<file path="config.mk">
export PLATFORM = sky130hd
export DESIGN_NAME = note_player_poly_flat
export DESIGN_NICKNAME = d
export VERILOG_FILES = /design/src/rtl/note_player_poly_pkg.sv /design/src/rtl/note_player_poly_if.sv /design/src/rtl/dff.sv /design/src/rtl/note_player_poly_voice.sv /design/src/rtl/note_player_poly.sv /design/src/flat_wrapper.sv
export SDC_FILE = /design/constraint.sdc
export NUM_CORES = 1
export LEC_CHECK = 0
export CAP_MARGIN = 15
export CELL_PAD_IN_SITES_DETAIL_PLACEMENT = 1
export CELL_PAD_IN_SITES_GLOBAL_PLACEMENT = 2
export CORE_UTILIZATION = 36
export DETAILED_ROUTE_END_ITERATION = 8
export GPL_TIMING_DRIVEN = 0
export PLACE_DENSITY = 0.75
export SLEW_MARGIN = 20
export SYNTH_ARGS = -nofsm -noshare
export SYNTH_HDL_FRONTEND = slang
export SYNTH_SLANG_ARGS = --single-unit
</file>
<file path="constraint.sdc">
create_clock -name clk -period 5.8 [get_ports clk]
set_input_delay 0.87 -clock clk [delete_from_list [all_inputs] [get_ports clk]]
set_output_delay 0.87 -clock clk [all_outputs]
set_load 0.02 [all_outputs]
</file>
<file path="src/rtl/note_player_poly_pkg.sv">
// rtl/note_player_poly_pkg.sv - shared constants, mixer state encoding and helpers for note_player_poly
package note_player_poly_pkg;

  localparam int NOTE_REST = 0;

  localparam int DEF_VOICES    = 3;
  localparam int DEF_NOTE_W    = 6;
  localparam int DEF_DUR_W     = 6;
  localparam int DEF_SAMPLE_W  = 16;
  localparam int DEF_MIX_SHIFT = 1;

  // Phase accumulator width and native width of the sine table
  localparam int PHASE_W = 16;
  localparam int WAVE_W  = 16;

  typedef enum logic [1:0] {
    M_IDLE = 2'd0,
    M_WAIT = 2'd1,
    M_OUT  = 2'd2
  } mixer_state_t;

  // Ceiling log2; clog2(1) = 0 so a single voice needs no sum headroom
  function automatic int clog2(input int value);
    int res;
    int rem;
    res = 0;
    rem = value - 1;
    while (rem > 0) begin
      res++;
      rem = rem >> 1;
    end
    return res;
  endfunction

endpackage

</file>
<file path="src/rtl/note_player_poly_if.sv">
// rtl/note_player_poly_if.sv - sequencer/codec side bus of the polyphonic note player
interface note_player_poly_if
  import note_player_poly_pkg::*;
#(
  parameter int VOICES   = DEF_VOICES,
  parameter int NOTE_W   = DEF_NOTE_W,
  parameter int DUR_W    = DEF_DUR_W,
  parameter int SAMPLE_W = DEF_SAMPLE_W
);
  logic                       play_enable;
  logic [VOICES-1:0]          load_new_note;
  logic [VOICES*NOTE_W-1:0]   note_to_load;
  logic [VOICES*DUR_W-1:0]    duration_to_load;
  logic                       beat;
  logic                       generate_next_sample;
  logic [VOICES-1:0]          done_with_note;
  logic [VOICES-1:0]          voice_active;
  logic signed [SAMPLE_W-1:0] sample_out;
  logic                       new_sample_ready;

  modport master (
    output play_enable, load_new_note, note_to_load, duration_to_load, beat, generate_next_sample,
    input  done_with_note, voice_active, sample_out, new_sample_ready
  );

  modport slave (
    input  play_enable, load_new_note, note_to_load, duration_to_load, beat, generate_next_sample,
    output done_with_note, voice_active, sample_out, new_sample_ready
  );
endinterface

</file>
<file path="src/rtl/dff.sv">
// rtl/dff.sv - generic register cell with asynchronous active-high clear
module dff #(
  parameter int W = 1
) (
  input  logic         clk,
  input  logic         rst,
  input  logic [W-1:0] d,
  output logic [W-1:0] q
);
  // Plain state register, cleared to zero on reset
  always_ff @(posedge clk or posedge rst) begin
    if (rst) q <= '0;
    else     q <= d;
  end
endmodule

</file>
<file path="src/rtl/note_player_poly_voice.sv">
// rtl/note_player_poly_voice.sv - one voice: note/duration registers, frequency lookup and sine reader
module frequency_rom
  import note_player_poly_pkg::*;
#(
  parameter int NOTE_W = DEF_NOTE_W
) (
  input  logic [NOTE_W-1:0]  note,
  output logic [PHASE_W-1:0] step
);
  // Linear map: each note index advances the phase by 1/256 of a cycle per sample
  assign step = PHASE_W'(note) << 8;
endmodule

module sine_reader
  import note_player_poly_pkg::*;
(
  input  logic                     clk,
  input  logic                     rst,
  input  logic                     generate_next,
  input  logic [PHASE_W-1:0]       step,
  output logic signed [WAVE_W-1:0] sample,
  output logic                     sample_ready
);
  logic [PHASE_W-1:0]       phase_q;
  logic [5:0]               idx_q;
  logic                     req_q;
  logic [4:0]               qpos;
  logic signed [WAVE_W-1:0] qval;
  logic signed [WAVE_W-1:0] wave;

  // Stage 1: capture the table index of the current phase, then advance the phase
  always_ff @(posedge clk or posedge rst) begin
    if (rst) begin
      phase_q <= '0;
      idx_q   <= '0;
      req_q   <= 1'b0;
    end else begin
      req_q <= generate_next;
      if (generate_next) begin
        idx_q   <= phase_q[PHASE_W-1 -: 6];
        phase_q <= phase_q + step;
      end
    end
  end

  // Fold the 64-step cycle onto a 17-entry quarter wave; the negative half mirrors as one's complement
  always_comb begin
    qpos = idx_q[4] ? (5'd16 - {1'b0, idx_q[3:0]}) : {1'b0, idx_q[3:0]};
    case (qpos)
      5'd0:    qval = 16'sd0;
      5'd1:    qval = 16'sd3212;
      5'd2:    qval = 16'sd6393;
      5'd3:    qval = 16'sd9512;
      5'd4:    qval = 16'sd12539;
      5'd5:    qval = 16'sd15446;
      5'd6:    qval = 16'sd18204;
      5'd7:    qval = 16'sd20787;
      5'd8:    qval = 16'sd23170;
      5'd9:    qval = 16'sd25329;
      5'd10:   qval = 16'sd27245;
      5'd11:   qval = 16'sd28898;
      5'd12:   qval = 16'sd30273;
      5'd13:   qval = 16'sd31356;
      5'd14:   qval = 16'sd32137;
      5'd15:   qval = 16'sd32609;
      default: qval = 16'sd32767;
    endcase
    wave = idx_q[5] ? ~qval : qval;
  end

  // Stage 2: register the looked-up sample together with its ready flag
  always_ff @(posedge clk or posedge rst) begin
    if (rst) begin
      sample       <= '0;
      sample_ready <= 1'b0;
    end else begin
      sample_ready <= req_q;
      if (req_q) sample <= wave;
    end
  end
endmodule

module note_voice
  import note_player_poly_pkg::*;
#(
  parameter int NOTE_W   = DEF_NOTE_W,
  parameter int DUR_W    = DEF_DUR_W,
  parameter int SAMPLE_W = DEF_SAMPLE_W
) (
  input  logic                       clk,
  input  logic                       rst,
  input  logic                       play_enable,
  input  logic                       load,
  input  logic [NOTE_W-1:0]          note_in,
  input  logic [DUR_W-1:0]           dur_in,
  input  logic                       beat,
  input  logic                       generate_next,
  output logic signed [SAMPLE_W-1:0] sample,
  output logic                       sample_ready,
  output logic                       done,
  output logic                       active
);
  logic [NOTE_W-1:0]          note_q;
  logic [DUR_W-1:0]           dur_q;
  logic                       done_q;
  logic [PHASE_W-1:0]         step;
  logic signed [WAVE_W-1:0]   wave;
  logic signed [SAMPLE_W-1:0] scaled;

  // Load wins over a same-cycle beat; the last counted beat raises done for one cycle
  always_ff @(posedge clk or posedge rst) begin
    if (rst) begin
      note_q <= '0;
      dur_q  <= '0;
      done_q <= 1'b0;
    end else begin
      done_q <= 1'b0;
      if (load) begin
        note_q <= note_in;
        dur_q  <= dur_in;
      end else if (play_enable && beat && dur_q != '0) begin
        dur_q <= dur_q - DUR_W'(1);
        if (dur_q == DUR_W'(1)) done_q <= 1'b1;
      end
    end
  end

  frequency_rom #(.NOTE_W(NOTE_W)) u_rom (
    .note (note_q),
    .step (step)
  );

  sine_reader u_sine (
    .clk           (clk),
    .rst           (rst),
    .generate_next (generate_next),
    .step          (step),
    .sample        (wave),
    .sample_ready  (sample_ready)
  );

  // Match the table width to the voice sample width
  if (SAMPLE_W == WAVE_W) begin : g_same
    assign scaled = wave;
  end else if (SAMPLE_W > WAVE_W) begin : g_widen
    assign scaled = {wave, {(SAMPLE_W-WAVE_W){1'b0}}};
  end else begin : g_narrow
    assign scaled = wave[WAVE_W-1 -: SAMPLE_W];
  end

  assign active = (dur_q != '0);
  assign done   = done_q;
  assign sample = (note_q == NOTE_W'(NOTE_REST) || !active) ? '0 : scaled;
endmodule

</file>
<file path="src/rtl/note_player_poly.sv">
// rtl/note_player_poly.sv - polyphonic note player: voice array plus sum/shift/saturate mixer
module note_player_poly
  import note_player_poly_pkg::*;
#(
  parameter int VOICES    = DEF_VOICES,
  parameter int NOTE_W    = DEF_NOTE_W,
  parameter int DUR_W     = DEF_DUR_W,
  parameter int SAMPLE_W  = DEF_SAMPLE_W,
  parameter int MIX_SHIFT = DEF_MIX_SHIFT
) (
  input logic              clk,
  input logic              reset,
  note_player_poly_if.slave bus
);
  localparam int SUM_W = SAMPLE_W + clog2(VOICES);
  localparam logic signed [SUM_W-1:0] SAT_MAX = SUM_W'({1'b0, {(SAMPLE_W-1){1'b1}}});
  localparam logic signed [SUM_W-1:0] SAT_MIN = ~SAT_MAX;

  mixer_state_t               state;
  mixer_state_t               next_state;
  logic [1:0]                 state_bits;
  logic                       start_mix;
  logic                       load_out;
  logic                       all_ready;
  logic [VOICES-1:0]          voice_ready;
  logic [VOICES-1:0]          rdy_latch;
  logic [VOICES-1:0]          done_v;
  logic [VOICES-1:0]          active_v;
  logic signed [SAMPLE_W-1:0] voice_sample [VOICES];
  logic signed [SAMPLE_W-1:0] lat_sample   [VOICES];
  logic signed [SUM_W-1:0]    sum;
  logic signed [SUM_W-1:0]    shifted;
  logic signed [SAMPLE_W-1:0] mixed;
  logic signed [SAMPLE_W-1:0] sample_q;
  logic                       ready_q;

  for (genvar i = 0; i < VOICES; i++) begin : g_voice
    note_voice #(
      .NOTE_W   (NOTE_W),
      .DUR_W    (DUR_W),
      .SAMPLE_W (SAMPLE_W)
    ) u_voice (
      .clk           (clk),
      .rst           (reset),
      .play_enable   (bus.play_enable),
      .load          (bus.load_new_note[i]),
      .note_in       (bus.note_to_load[i*NOTE_W +: NOTE_W]),
      .dur_in        (bus.duration_to_load[i*DUR_W +: DUR_W]),
      .beat          (bus.beat),
      .generate_next (start_mix),
      .sample        (voice_sample[i]),
      .sample_ready  (voice_ready[i]),
      .done          (done_v[i]),
      .active        (active_v[i])
    );
  end

  dff #(.W(2)) u_state (
    .clk (clk),
    .rst (reset),
    .d   (next_state),
    .q   (state_bits)
  );
  assign state = mixer_state_t'(state_bits);

  assign all_ready = &(rdy_latch | voice_ready);

  // Next-state: one request per mix, wait for every voice, then one output cycle
  always_comb begin
    next_state = state;
    case (state)
      M_IDLE:  if (start_mix) next_state = M_WAIT;
      M_WAIT:  if (all_ready) next_state = M_OUT;
      M_OUT:   next_state = M_IDLE;
      default: next_state = M_IDLE;
    endcase
  end

  // Outputs: request strobe only from idle while playing, output load in M_OUT
  always_comb begin
    start_mix = 1'b0;
    load_out  = 1'b0;
    case (state)
      M_IDLE:  start_mix = bus.generate_next_sample & bus.play_enable;
      M_OUT:   load_out  = 1'b1;
      default: ;
    endcase
  end

  // Collect each voice's sample as it arrives; a new request clears the set
  always_ff @(posedge clk or posedge reset) begin
    if (reset) begin
      rdy_latch <= '0;
      for (int v = 0; v < VOICES; v++) lat_sample[v] <= '0;
    end else if (start_mix) begin
      rdy_latch <= '0;
    end else if (state == M_WAIT) begin
      for (int v = 0; v < VOICES; v++) begin
        if (voice_ready[v]) begin
          rdy_latch[v]  <= 1'b1;
          lat_sample[v] <= voice_sample[v];
        end
      end
    end
  end

  // Sign-extended sum, arithmetic scale, clamp to the output range
  always_comb begin
    sum = '0;
    for (int v = 0; v < VOICES; v++) sum = sum + SUM_W'(lat_sample[v]);
    shifted = sum >>> MIX_SHIFT;
    if (shifted > SAT_MAX)      mixed = SAT_MAX[SAMPLE_W-1:0];
    else if (shifted < SAT_MIN) mixed = SAT_MIN[SAMPLE_W-1:0];
    else                        mixed = shifted[SAMPLE_W-1:0];
  end

  // Output sample holds between mixes; ready pulses for the load cycle only
  always_ff @(posedge clk or posedge reset) begin
    if (reset) begin
      sample_q <= '0;
      ready_q  <= 1'b0;
    end else begin
      ready_q <= load_out;
      if (load_out) sample_q <= mixed;
    end
  end

  assign bus.done_with_note   = done_v;
  assign bus.voice_active     = active_v;
  assign bus.sample_out       = sample_q;
  assign bus.new_sample_ready = ready_q;
endmodule

</file>
<file path="src/flat_wrapper.sv">
// flat-port wrapper written by rule: the top's interface ports become plain ports
module note_player_poly_flat import note_player_poly_pkg::*;
#(
  parameter int VOICES    = DEF_VOICES,
  parameter int NOTE_W    = DEF_NOTE_W,
  parameter int DUR_W     = DEF_DUR_W,
  parameter int SAMPLE_W  = DEF_SAMPLE_W,
  parameter int MIX_SHIFT = DEF_MIX_SHIFT
)
  (clk, reset, bus_play_enable, bus_load_new_note, bus_note_to_load, bus_duration_to_load, bus_beat, bus_generate_next_sample, bus_done_with_note, bus_voice_active, bus_sample_out, bus_new_sample_ready);
  note_player_poly_if #(.VOICES(VOICES), .NOTE_W(NOTE_W), .DUR_W(DUR_W), .SAMPLE_W(SAMPLE_W)) bus_i ();
  input logic clk;
  input logic reset;
  input wire logic [$bits(bus_i.play_enable)-1:0] bus_play_enable;
  input wire logic [$bits(bus_i.load_new_note)-1:0] bus_load_new_note;
  input wire logic [$bits(bus_i.note_to_load)-1:0] bus_note_to_load;
  input wire logic [$bits(bus_i.duration_to_load)-1:0] bus_duration_to_load;
  input wire logic [$bits(bus_i.beat)-1:0] bus_beat;
  input wire logic [$bits(bus_i.generate_next_sample)-1:0] bus_generate_next_sample;
  output wire logic [$bits(bus_i.done_with_note)-1:0] bus_done_with_note;
  output wire logic [$bits(bus_i.voice_active)-1:0] bus_voice_active;
  output wire logic [$bits(bus_i.sample_out)-1:0] bus_sample_out;
  output wire logic [$bits(bus_i.new_sample_ready)-1:0] bus_new_sample_ready;
  assign bus_i.play_enable = bus_play_enable;
  assign bus_i.load_new_note = bus_load_new_note;
  assign bus_i.note_to_load = bus_note_to_load;
  assign bus_i.duration_to_load = bus_duration_to_load;
  assign bus_i.beat = bus_beat;
  assign bus_i.generate_next_sample = bus_generate_next_sample;
  assign bus_done_with_note = bus_i.done_with_note;
  assign bus_voice_active = bus_i.voice_active;
  assign bus_sample_out = bus_i.sample_out;
  assign bus_new_sample_ready = bus_i.new_sample_ready;
  note_player_poly #(.VOICES(VOICES), .NOTE_W(NOTE_W), .DUR_W(DUR_W), .SAMPLE_W(SAMPLE_W), .MIX_SHIFT(MIX_SHIFT)) u_core (.clk(clk), .reset(reset), .bus(bus_i));
endmodule
</file>
==> flow_summary.json <==
{
  "leakage_nw": 5.950,
  "crit_start": "u_core.lat_sample[1]",
  "grt_max_degree": 34,
  "netlist_instances": 1150,
  "diodes": 0,
  "hold_start": "u_core.g_voice[0].u_voice.u_sine.req_q",
  "synth_ff_type": "dfrtp_1",
  "critPathKind": "flop to flop",
  "yosysSeqAreaShare": 0.4273,
  "antenna_found_initial": 0,
  "synth_area_sq_um": 11650,
  "drive_gt1_frac": 0.1111,
  "syn_nets": 1273,
  "initial_utilization": 0.3675,
  "die_width_um": 181.9,
  "clkPwrFrac": 0.141,
  "cts_inserted_buffers": 17,
  "period_share": 0.6360,
  "place_area_sq_um": 12940,
  "synth_top_area_cell": "dfrtp_1",
  "cp_slowest_stage_delay_ps": 550,
  "mostFrequentLayoutCells": "199 x dfrtp_1, 145 x nand2_1, 97 x o21ai_0",
  "end_kind": "flop",
  "r2r-start": "u_core.lat_sample[1]",
  "maxCapViolCount": 0,
  "holdWs_ps": 392.0,
  "ys_ff_latch": 199,
  "skew_ps": 15.20,
  "irDropWorstVdd_mv": 0.2458,
  "core_sq_um": 31720,
  "htree_levels": 4,
  "fp-row-count": 65,
  "pin_count": 67,
  "intPower_mw": 4.944,
  "area_growth_pct": 16.27,
  "vias_per_cell": 5.136,
  "final_util": 0.4273,
  "critPathRequiredTime_ps": 6110,
  "vias": 8490,
  "period_needed_ps": 3689,
  "ys_warn_count": 0,
  "clkSinkCount": 199,
  "fmax_ghz": 0.2711,
  "crit_buf_inv": 2,
  "slew_headroom": 0.2804,
  "ys_types": 71,
  "synth_top_area_frac": 0.4273,
  "switchingPower_mw": 3.950,
  "hold_buffers": 0,
  "outcome": "complete, no violations",
  "die-area_sq_um": 33100,
  "totalWireLength_mm": 29.74,
  "cts_root_buffer": "clkbuf_16",
  "p_per_area_nw_per_um2": 656.3,
  "path_clk_slew_ps": 70,
  "synth_edf_count": 0,
  "power.total_mw": 8.894,
  "portBuffers": 63,
  "tightest_slew_ps": 1077,
  "synth_async_sr_flop_share": 1.000,
  "yosys-top-cells-area": "dfrtp_1 43%, ha_1 6.4%, nand2_1 4.7%",
  "overflow": 0,
  "critPathTopFamily": "adder cells",
  "swShare": 0.4441,
  "cp-start-kind": "flop",
  "rsz0062_at_grt": "false",
  "ant_nets": 0,
  "hold_path_class": "flop to flop",
  "p_comb_frac": 0.592,
  "slowest_stage": "o22ai_1",
  "maxSlewViolCount": 0,
  "die_h_um": 181.9,
  "hold_viol": 0,
  "power_frac_seq": 0.266,
  "drc": 0,
  "grt_pass1_wl_mm": 50.10,
  "wl_per_cell_um": 17.99,
  "dr.first_iter.drc_count": 357,
  "fin_tns_setup_ps": 0,
  "crit_chain": "inv_1 -> fa_1 -> inv_1 -> ha_1 -> fa_1 -> a211oi_1 -> o211ai_1 -> a21oi_1 -> nor3b_1 -> o22ai_1 -> maj3_1 -> o21ai_0",
  "post_cts_resized": 0,
  "clock_latency_ps": 450,
  "layout_commonest_cell": "dfrtp_1",
  "grt_pass1_vias": 9044,
  "clock_path_buffers": 2,
  "post_cts_buffers": 0,
  "avgSynthCellArea_sq_um": 10.13,
  "worstPathArrival_ps": 3990,
  "fin_nets": 1362,
  "cts_tree": "built",
  "gp_congestion": 0.8487,
  "crit_fanout": 8,
  "drt_pass1_iterations": 4,
  "hpwl_mm": 23.17,
  "fin_area_sq_um": 13550,
  "setup_viol": 0,
  "grt_use_total": 0.1933
}
## kinds of logic after synthesis
logic type / Yosys count / share of synthesized area
simple gates: 289 / 0.1144
fa+ha+maj: 87 / 0.1039
flops: 199 / 0.4273
buf+inv: 120 / 0.04616
xor+xnor: 94 / 0.07418
mux: 61 / 0.06334
compound gates: 300 / 0.1707
## cell usage after synthesis (7+ instances only)
library cell	number
o221ai_1	8
mux2_2	48
nand2b_1	18
nand3_1	13
dfrtp_1	199
a211oi_1	11
nor2_1	47
a21o_1	13
nor3_1	15
fa_1	19
buf_4	11
nand2_1	145
ha_1	60
clkbuf_1	41
a22o_1	48
o21ai_0	97
inv_1	50
xnor2_1	53
a21oi_1	60
maj3_1	8
buf_2	13
mux2i_1	7
xor2_1	37
o31ai_1	8
nor2b_1	13
o211ai_1	8
## final cells by class
cell class                      instances  area [sq um]
Fill cell                            3578         18170
Multi-Input combinational cell        831          6137
Sequential cell                       199          4980
Timing Repair Buffer                   70         778.2
Tap cell                              402         503.0
Clock buffer                           20         446.7
Buffer                                 70         350.3
Inverter                               50         191.4
Clock inverter                         11         165.2
## sequential cells by signal (all words and copies together) (netlist names), 2 cells and up
name / cells
u_core.g_voice.u_voice.note_q: 18
u_core.bus.sample_out: 16
u_core.g_voice.u_voice.u_sine.phase_q: 24
u_core.g_voice.u_voice.done: 3
u_core.g_voice.u_voice.u_sine.sample: 48
u_core.g_voice.u_voice.dur_q: 18
u_core.lat_sample: 48
u_core.u_state.q: 2
u_core.g_voice.u_voice.u_sine.idx_q: 18
## path summary, 6_finish.rpt
kind / to / slack, ps / depth (start not counted)
worst max register to register: u_core.bus.sample_out[3] / 2110 / 12
worst min register to register: u_core.g_voice[0].u_voice.u_sine.sample_ready / 390 / 0
min in group asynchronous: u_core.lat_sample[14] / 730 / 2
max in group asynchronous: u_core.g_voice[1].u_voice.u_sine.sample[5] / 4140 / 5
worst min-delay path: u_core.g_voice[0].u_voice.u_sine.sample_ready / 390 / 0
worst max-delay path: u_core.bus.sample_out[3] / 2110 / 12
## power by group through the flow
stage	Clock (mW)	Combinational, mW	Sequential [mW]
floorplan	0	4.03	2.28
global placement	0	5.17	2.39
detailed placement	0	5.29	2.41
CTS	1.29	5.32	2.38
global route	1.35	5.92	2.45
finish	1.26	5.27	2.37
## layer usage
metal / wire length (um) / GRT usage
met4: 425 / 0.05311
met5: 0 / 0
met3: 517 / 0.02387
met2: 14620 / 0.3295
met1: 14180 / 0.2583
## stage by stage
| stage | cells | worst slack [ps] |
|---|---|---|
| after CTS | 1653 | 2020 |
| after floorplan | 1150 | 2356 |
| after global routing | 1653 | 1649 |
| final | 1653 | 2111 |
| after detailed placement | 1622 | 2041 |
| after global placement | 1615 | 670.6 |
## worst register-to-register path: cells and delay by family (launching register included)
family | cells | cell delay (ps)
and+or+nand+nor | 1 | 130
adders and majority gates | 4 | 1450
buffers and inverters | 2 | 130
AOI/OAI and AO/OA | 5 | 1400
DFF | 1 | 440
No activity file was read; power rests on OpenSTA's default activity.
